--- config.mk ---
export PLATFORM = sky130hd
export DESIGN_NAME = uart_echo_core
export DESIGN_NICKNAME = d
export VERILOG_FILES = /design/src/rtl/uart_echo_core.sv
export SDC_FILE = /design/constraint.sdc
export NUM_CORES = 1
export LEC_CHECK = 0
export ABC_CLOCK_PERIOD_IN_PS = 3150
export CAP_MARGIN = 20
export CORE_UTILIZATION = 35
export DETAILED_ROUTE_END_ITERATION = 8
export GPL_ROUTABILITY_DRIVEN = 0
export PLACE_DENSITY_LB_ADDON = 0.1
export SLEW_MARGIN = 25
export SYNTH_ARGS = -nofsm -noshare
export SYNTH_HDL_FRONTEND = slang
export SYNTH_SLANG_ARGS = --single-unit
--- constraint.sdc ---
create_clock -name clk_i -period 3.15 [get_ports clk_i]
set_clock_uncertainty 0.15 [all_clocks]
set_input_delay 0.63 -clock clk_i [delete_from_list [all_inputs] [get_ports clk_i]]
set_output_delay 0.63 -clock clk_i [all_outputs]
set_load 0.02 [all_outputs]
--- src/rtl/uart_echo_core.sv ---
// UART loopback: 8N1 frames received on rx_i are queued in a small FIFO and
// retransmitted unchanged on tx_o, all timed from one shared 16x baud tick.
module uart_echo_core #(
    parameter int WORD_BITS      = 8,
    parameter int SAMPLE_TICKS   = 16,
    parameter int BAUD_LIMIT     = 651,
    parameter int BAUD_BITS      = 10,
    parameter int FIFO_ADDR_BITS = 2
) (
    input  logic clk_i,
    input  logic reset_i,
    input  logic rx_i,
    output logic tx_o,
    output logic rx_done_o,
    output logic tx_done_o,
    output logic baud_tick_o
);

    localparam int TICK_BITS = (SAMPLE_TICKS > 1) ? $clog2(SAMPLE_TICKS) : 1;
    localparam int NBIT_BITS = (WORD_BITS > 1) ? $clog2(WORD_BITS) : 1;
    localparam int FIFO_DEPTH = 1 << FIFO_ADDR_BITS;

    localparam logic [TICK_BITS-1:0] TICK_LAST = TICK_BITS'(SAMPLE_TICKS - 1);
    localparam logic [TICK_BITS-1:0] TICK_HALF = TICK_BITS'(SAMPLE_TICKS / 2 - 1);
    localparam logic [NBIT_BITS-1:0] BIT_LAST  = NBIT_BITS'(WORD_BITS - 1);

    typedef enum logic [1:0] {RX_IDLE, RX_START, RX_DATA, RX_STOP} rx_state_t;
    typedef enum logic [1:0] {TX_IDLE, TX_START, TX_DATA, TX_STOP} tx_state_t;
    typedef logic [FIFO_ADDR_BITS-1:0] ptr_t;

    logic [BAUD_BITS-1:0] baud_cnt;
    logic                 baud_tick;

    logic [1:0]           rx_sync;
    logic                 rx_bit;
    rx_state_t            rx_state;
    logic [TICK_BITS-1:0] rx_s;
    logic [NBIT_BITS-1:0] rx_n;
    logic [WORD_BITS-1:0] rx_shreg;
    logic                 rx_done;

    logic [WORD_BITS-1:0] fifo_mem [FIFO_DEPTH];
    ptr_t                 wr_ptr;
    ptr_t                 rd_ptr;
    logic                 fifo_full;
    logic                 fifo_empty;
    logic                 fifo_wr;
    logic                 fifo_rd;

    tx_state_t            tx_state;
    logic [TICK_BITS-1:0] tx_s;
    logic [NBIT_BITS-1:0] tx_n;
    logic [WORD_BITS-1:0] tx_shreg;
    logic                 tx_reg;
    logic                 tx_done;

    assign baud_tick   = (baud_cnt == BAUD_BITS'(BAUD_LIMIT - 1));
    assign baud_tick_o = baud_tick;

    always_ff @(posedge clk_i) begin
        if (reset_i || baud_tick) begin
            baud_cnt <= '0;
        end else begin
            baud_cnt <= baud_cnt + BAUD_BITS'(1);
        end
    end

    // rx_i is asynchronous to clk_i, so it passes through two flops first
    assign rx_bit = rx_sync[1];

    always_ff @(posedge clk_i) begin
        if (reset_i) begin
            rx_sync  <= 2'b11;
            rx_state <= RX_IDLE;
            rx_s     <= '0;
            rx_n     <= '0;
            rx_shreg <= '0;
            rx_done  <= 1'b0;
        end else begin
            rx_sync <= {rx_sync[0], rx_i};
            rx_done <= 1'b0;
            case (rx_state)
                RX_IDLE: begin
                    if (!rx_bit) begin
                        rx_state <= RX_START;
                        rx_s     <= '0;
                    end
                end
                RX_START: begin
                    if (baud_tick) begin
                        if (rx_s == TICK_HALF) begin
                            if (!rx_bit) begin
                                rx_state <= RX_DATA;
                                rx_s     <= '0;
                                rx_n     <= '0;
                            end else begin
                                rx_state <= RX_IDLE;
                            end
                        end else begin
                            rx_s <= rx_s + TICK_BITS'(1);
                        end
                    end
                end
                RX_DATA: begin
                    if (baud_tick) begin
                        if (rx_s == TICK_LAST) begin
                            rx_s     <= '0;
                            rx_shreg <= {rx_bit, rx_shreg[WORD_BITS-1:1]};
                            if (rx_n == BIT_LAST) begin
                                rx_state <= RX_STOP;
                            end else begin
                                rx_n <= rx_n + NBIT_BITS'(1);
                            end
                        end else begin
                            rx_s <= rx_s + TICK_BITS'(1);
                        end
                    end
                end
                RX_STOP: begin
                    // The stop level is never inspected: a low stop bit still delivers the word
                    if (baud_tick) begin
                        if (rx_s == TICK_LAST) begin
                            rx_done  <= 1'b1;
                            rx_state <= RX_IDLE;
                        end else begin
                            rx_s <= rx_s + TICK_BITS'(1);
                        end
                    end
                end
                default: rx_state <= RX_IDLE;
            endcase
        end
    end

    assign rx_done_o = rx_done;

    // A read only happens when non-empty, so a write into an empty FIFO never collides
    assign fifo_rd = (tx_state == TX_IDLE) && !fifo_empty;
    assign fifo_wr = rx_done && (!fifo_full || fifo_rd);

    always_ff @(posedge clk_i) begin
        if (fifo_wr) begin
            fifo_mem[wr_ptr] <= rx_shreg;
        end
    end

    always_ff @(posedge clk_i) begin
        if (reset_i) begin
            wr_ptr     <= '0;
            rd_ptr     <= '0;
            fifo_full  <= 1'b0;
            fifo_empty <= 1'b1;
        end else begin
            case ({fifo_wr, fifo_rd})
                2'b10: begin
                    wr_ptr     <= wr_ptr + ptr_t'(1);
                    fifo_empty <= 1'b0;
                    fifo_full  <= ((wr_ptr + ptr_t'(1)) == rd_ptr);
                end
                2'b01: begin
                    rd_ptr     <= rd_ptr + ptr_t'(1);
                    fifo_full  <= 1'b0;
                    fifo_empty <= ((rd_ptr + ptr_t'(1)) == wr_ptr);
                end
                2'b11: begin
                    wr_ptr <= wr_ptr + ptr_t'(1);
                    rd_ptr <= rd_ptr + ptr_t'(1);
                end
                default: ;
            endcase
        end
    end

    // tx_reg is loaded with the level of the phase being entered, so tx_o is glitch-free
    always_ff @(posedge clk_i) begin
        if (reset_i) begin
            tx_state <= TX_IDLE;
            tx_s     <= '0;
            tx_n     <= '0;
            tx_shreg <= '0;
            tx_reg   <= 1'b1;
            tx_done  <= 1'b0;
        end else begin
            tx_done <= 1'b0;
            case (tx_state)
                TX_IDLE: begin
                    tx_reg <= 1'b1;
                    if (!fifo_empty) begin
                        tx_shreg <= fifo_mem[rd_ptr];
                        tx_s     <= '0;
                        tx_reg   <= 1'b0;
                        tx_state <= TX_START;
                    end
                end
                TX_START: begin
                    if (baud_tick) begin
                        if (tx_s == TICK_LAST) begin
                            tx_s     <= '0;
                            tx_n     <= '0;
                            tx_reg   <= tx_shreg[0];
                            tx_state <= TX_DATA;
                        end else begin
                            tx_s <= tx_s + TICK_BITS'(1);
                        end
                    end
                end
                TX_DATA: begin
                    if (baud_tick) begin
                        if (tx_s == TICK_LAST) begin
                            tx_s <= '0;
                            if (tx_n == BIT_LAST) begin
                                tx_reg   <= 1'b1;
                                tx_state <= TX_STOP;
                            end else begin
                                tx_n     <= tx_n + NBIT_BITS'(1);
                                tx_shreg <= tx_shreg >> 1;
                                tx_reg   <= tx_shreg[1];
                            end
                        end else begin
                            tx_s <= tx_s + TICK_BITS'(1);
                        end
                    end
                end
                TX_STOP: begin
                    if (baud_tick) begin
                        if (tx_s == TICK_LAST) begin
                            tx_done  <= 1'b1;
                            tx_state <= TX_IDLE;
                        end else begin
                            tx_s <= tx_s + TICK_BITS'(1);
                        end
                    end
                end
                default: tx_state <= TX_IDLE;
            endcase
        end
    end

    assign tx_o      = tx_reg;
    assign tx_done_o = tx_done;

endmodule

==> Flow_metrics.wiki <==
{| class="wikitable"
! Metric !! Value
|-
| Wire length of the first global-routing pass || 12300 um
|-
| Largest area contributor in the netlist || sky130_fd_sc_hd__dfxtp_1
|-
| Critical path startpoint || baud_cnt[0]
|-
| Path type of the worst min-delay path || register to register
|-
| Total negative slack || 0 ns
|-
| Antenna fix cells || 0
|-
| Actual transition at the worst max-transition pin || 0.558 ns
|-
| Achievable frequency || 0.340 GHz
|-
| Net count reported at finish || 394
|-
| Reg-to-Reg Start || baud_cnt[0]
|-
| Overall die width || 109 um
|-
| CP arrival || 2.17 ns
|-
| Final-report hold violation count || 0
|-
| Number of max-cap violations || 0
|-
| Core Region || 11000 sq um
|-
| Critical Path End Type || output port
|-
| Count of buffers added by post-CTS timing repair for setup || 0
|-
| Critical Path Max Stage Delay || 0.61 ns
|-
| Fraction of the yosys area taken by sequential cells || 52.3%
|-
| Height of the die || 109 um
|-
| Total standard cell area after synthesis || 4020 sq um
|-
| Post-CTS Resized || 0
|-
| Number of design-rule violations left by the first detailed-router iteration || 146
|-
| Crit path cell chain || inv_1, ha_1, and4bb_4, nand3_4, clkinv_1, clkdlybuf4s50_1
|-
| Register bit count reported by yosys || 89
|-
| Fraction of final layout cells with drive strength greater than 1 || 9.33%
|-
| Total number of clock tree sinks || 89
|-
| Highest net fanout along the worst path || 8
|-
| Number of H-tree branching levels || 3
|-
| Hold-fix buffers at CTS || 0
|-
| Worst IR drop on VDD || 422 uV
|-
| P per Cell Area || 549 nW/um^2
|-
| Final period demand of the worst path || 2.95 ns
|-
| Initial DRT Pass Iterations || 4
|-
| Startpoint types || register
|-
| Via count of the first global-routing pass || 2462
|-
| Clock tree from TritonCTS || built
|-
| Buf/Inv on CP || 3
|-
| Syn Area/Cell || 11.0 sq um
|-
| Number of input and output port buffers inserted || 6
|-
| Post-Syn Nets || 388
|-
| Synth Instances || 364
|-
| GR Util All Layers || 13.9%
|-
| Maximum number of pins on one net before global-route repair || 45
|-
| Mean number of vias per cell || 4.94
|-
| Most instantiated flip-flop cell in the synthesis netlist || sky130_fd_sc_hd__dfxtp_1
|-
| Clock transition at path regs || 0.07 ns
|-
| Warning count from the yosys run || 0
|-
| Number of antenna violations at the first check in global routing || 0
|-
| Number of non-filler instances in the completed layout || 515
|-
| Routed wire length per instance || 14.0 um
|-
| Part of the cycle the worst path needs || 93.5%
|-
| FP Rows || 38
|-
| Bufs on Longest Clock Path || 2
|-
| Unrepaired setup endpoints after global routing || no
|-
| Remaining antenna violation count after routing || 0
|-
| Post-Route WL || 7200 um
|-
| Ranking of synthesized cells by area || sky130_fd_sc_hd__dfxtp_1, sky130_fd_sc_hd__edfxtp_1, sky130_fd_sc_hd__ha_1
|-
| Filler cells || 1071
|-
| Critical path's top delay family || buffers and inverters
|-
| CTS root buf || sky130_fd_sc_hd__clkbuf_16
|-
| Total overflow reported by the global router || 0
|-
| Placed insts || 499
|-
| Slowest stage cell on the critical path || sky130_fd_sc_hd__clkdlybuf4s50_1
|-
| Fraction of synthesized cell area taken by the top area cell type || 28.4%
|-
| Synth-to-Final Area Change || 12.3%
|-
| Area enclosed by the die boundary || 11900 sq um
|-
| Final setup viols || 0
|-
| Number of enable-type register cells in the synthesized netlist || 32
|-
| DRC viols || 0
|-
| Initial core utilization || 36.4%
|-
| P_leak || 1.69 nW
|-
| Normalized max-slew margin || 62.6%
|-
| Count of distinct cell types in the synthesized netlist || 52
|-
| Ys async rst share || 0%
|-
| Final slew viol count || 0
|-
| Final HPWL from detailed placement || 4840 um
|-
| CP required || 2.37 ns
|-
| Number of I/O pins || 7
|-
| Critical path class || register to output port
|-
| Clk_lat worst skew || 0.34 ns
|-
| Total number of vias || 2543
|-
| Hold Startpoint || rx_sync[0]
|-
| Result of the run || complete, no violations
|-
| Num CTS Buffers || 9
|}
==> flip-flops by register name, indices dropped and copies added (netlist names), 3 cells and up, named ones only <==
name and cells:
tx_shreg 8, rx_s 4, tx_s 4, rx_n 3
tx_n 3, baud_cnt 10, rx_shreg 8, fifo_mem 32
==> worst register-to-register path, stage by stage (launching register included) <==
cell and delay [ns]:
sky130_fd_sc_hd__dfxtp_1 0.34, sky130_fd_sc_hd__inv_1 0.06, sky130_fd_sc_hd__ha_1 0.14, sky130_fd_sc_hd__and4bb_4 0.28, sky130_fd_sc_hd__nand3_4 0.12, sky130_fd_sc_hd__or3_1 0.62, sky130_fd_sc_hd__mux2i_1 0.26, sky130_fd_sc_hd__nor2_1 0.05
==> final timing paths <==
check | to | slack (ns) | depth (start not counted)
worst max register to register | rx_shreg[5] | 1.01 | 7
worst min register to register | rx_sync[1] | 0.26 | 1
worst max-delay path | baud_tick_o | 0.20 | 6
worst min-delay path | rx_sync[1] | 0.26 | 1
==> metal layers <==
| layer | wire length, um | part of all wire [%] | global-route usage (%) | vias up |
|---|---|---|---|---|
| li1 | - | - | - | 1321 |
| met1 | 3530 | 49 | 18.0 | 1190 |
| met2 | 3320 | 46 | 21.4 | 25 |
| met3 | 269 | 3.7 | 5.02 | 7 |
| met4 | 86 | 1.2 | 4.29 | 0 |
| met5 | 0 | 0 | 0 | - |
==> layout make-up <==
cell class	instances	area, sq um	share of cell area, %
well taps	140	175	3.88
flip-flops and latches	89	2100	46.6
clock inverters	7	83.8	1.86
multi-input cells	249	1800	40.0
clock buffers	9	225	4.99
inverters	13	48.8	1.08
repair buffers	8	75.1	1.66
==> cell usage after synthesis, types with 9 or more instances <==
cell,count
sky130_fd_sc_hd__ha_1,21
sky130_fd_sc_hd__edfxtp_1,32
sky130_fd_sc_hd__clkbuf_1,9
sky130_fd_sc_hd__nand2_1,22
sky130_fd_sc_hd__a21oi_1,15
sky130_fd_sc_hd__nor2_1,52
sky130_fd_sc_hd__dfxtp_1,57
sky130_fd_sc_hd__o21ai_0,13
sky130_fd_sc_hd__inv_1,11
sky130_fd_sc_hd__nand3_1,12
sky130_fd_sc_hd__mux2i_1,21
==> through the flow <==
step | utilization (%) | hold slack, ns | total power [mW] | setup WS (ns) | instance area (sq um)
5_1_grt | 40.9 | 0.288 | 2.58 | 0.0357 | 4510
3_3_place_gp | 38.1 | 0.244 | 1.43 | 0.596 | 4200
6_report | 40.9 | 0.262 | 2.48 | 0.205 | 4510
2_1_floorplan | - | 0.239 | 1.38 | 1.08 | 4020
4_1_cts | 40.9 | 0.264 | 2.52 | 0.181 | 4510
3_5_place_dp | 38.1 | 0.250 | 1.43 | 0.564 | 4200
==> where the power goes <==
group | switching [mW] | internal [mW] | total [mW]
Clock | 0.510 | 0.569 | 1.08
Combinational | 0.108 | 0.0789 | 0.187
Sequential | 0.0161 | 1.20 | 1.21
==> cells by family after synthesis <==
kind of cell	after synthesis	share of synthesized area, %
mux	29	9.71
fa+ha+maj	21	6.54
flops	89	52.3
xor+xnor	14	3.05
simple gates	132	16.8
buf+inv	26	2.86
compound gates	53	8.75
==> placed cells by master, fill, tap and decap left out, types with 4 or more instances in the layout <==
| cell | n |
|---|---|
| sky130_fd_sc_hd__nand2b_1 | 6 |
| sky130_fd_sc_hd__mux4_2 | 8 |
| sky130_fd_sc_hd__o21ai_0 | 13 |
| sky130_fd_sc_hd__nor2b_1 | 4 |
| sky130_fd_sc_hd__a22oi_1 | 4 |
| sky130_fd_sc_hd__nor2_1 | 52 |
| sky130_fd_sc_hd__clkdlybuf4s50_1 | 6 |
| sky130_fd_sc_hd__nand2_1 | 22 |
| sky130_fd_sc_hd__dfxtp_1 | 57 |
| sky130_fd_sc_hd__edfxtp_1 | 32 |
| sky130_fd_sc_hd__xor2_1 | 8 |
| sky130_fd_sc_hd__clkbuf_16 | 9 |
| sky130_fd_sc_hd__ha_1 | 21 |
| sky130_fd_sc_hd__nand3_1 | 12 |
| sky130_fd_sc_hd__a211oi_1 | 6 |
| sky130_fd_sc_hd__and2_1 | 8 |
| sky130_fd_sc_hd__mux2i_1 | 21 |
| sky130_fd_sc_hd__nand4_1 | 4 |
| sky130_fd_sc_hd__or3_1 | 4 |
| sky130_fd_sc_hd__a21oi_1 | 15 |
| sky130_fd_sc_hd__inv_1 | 11 |
| sky130_fd_sc_hd__xnor2_1 | 6 |
Power figures use the tool's default switching activity.
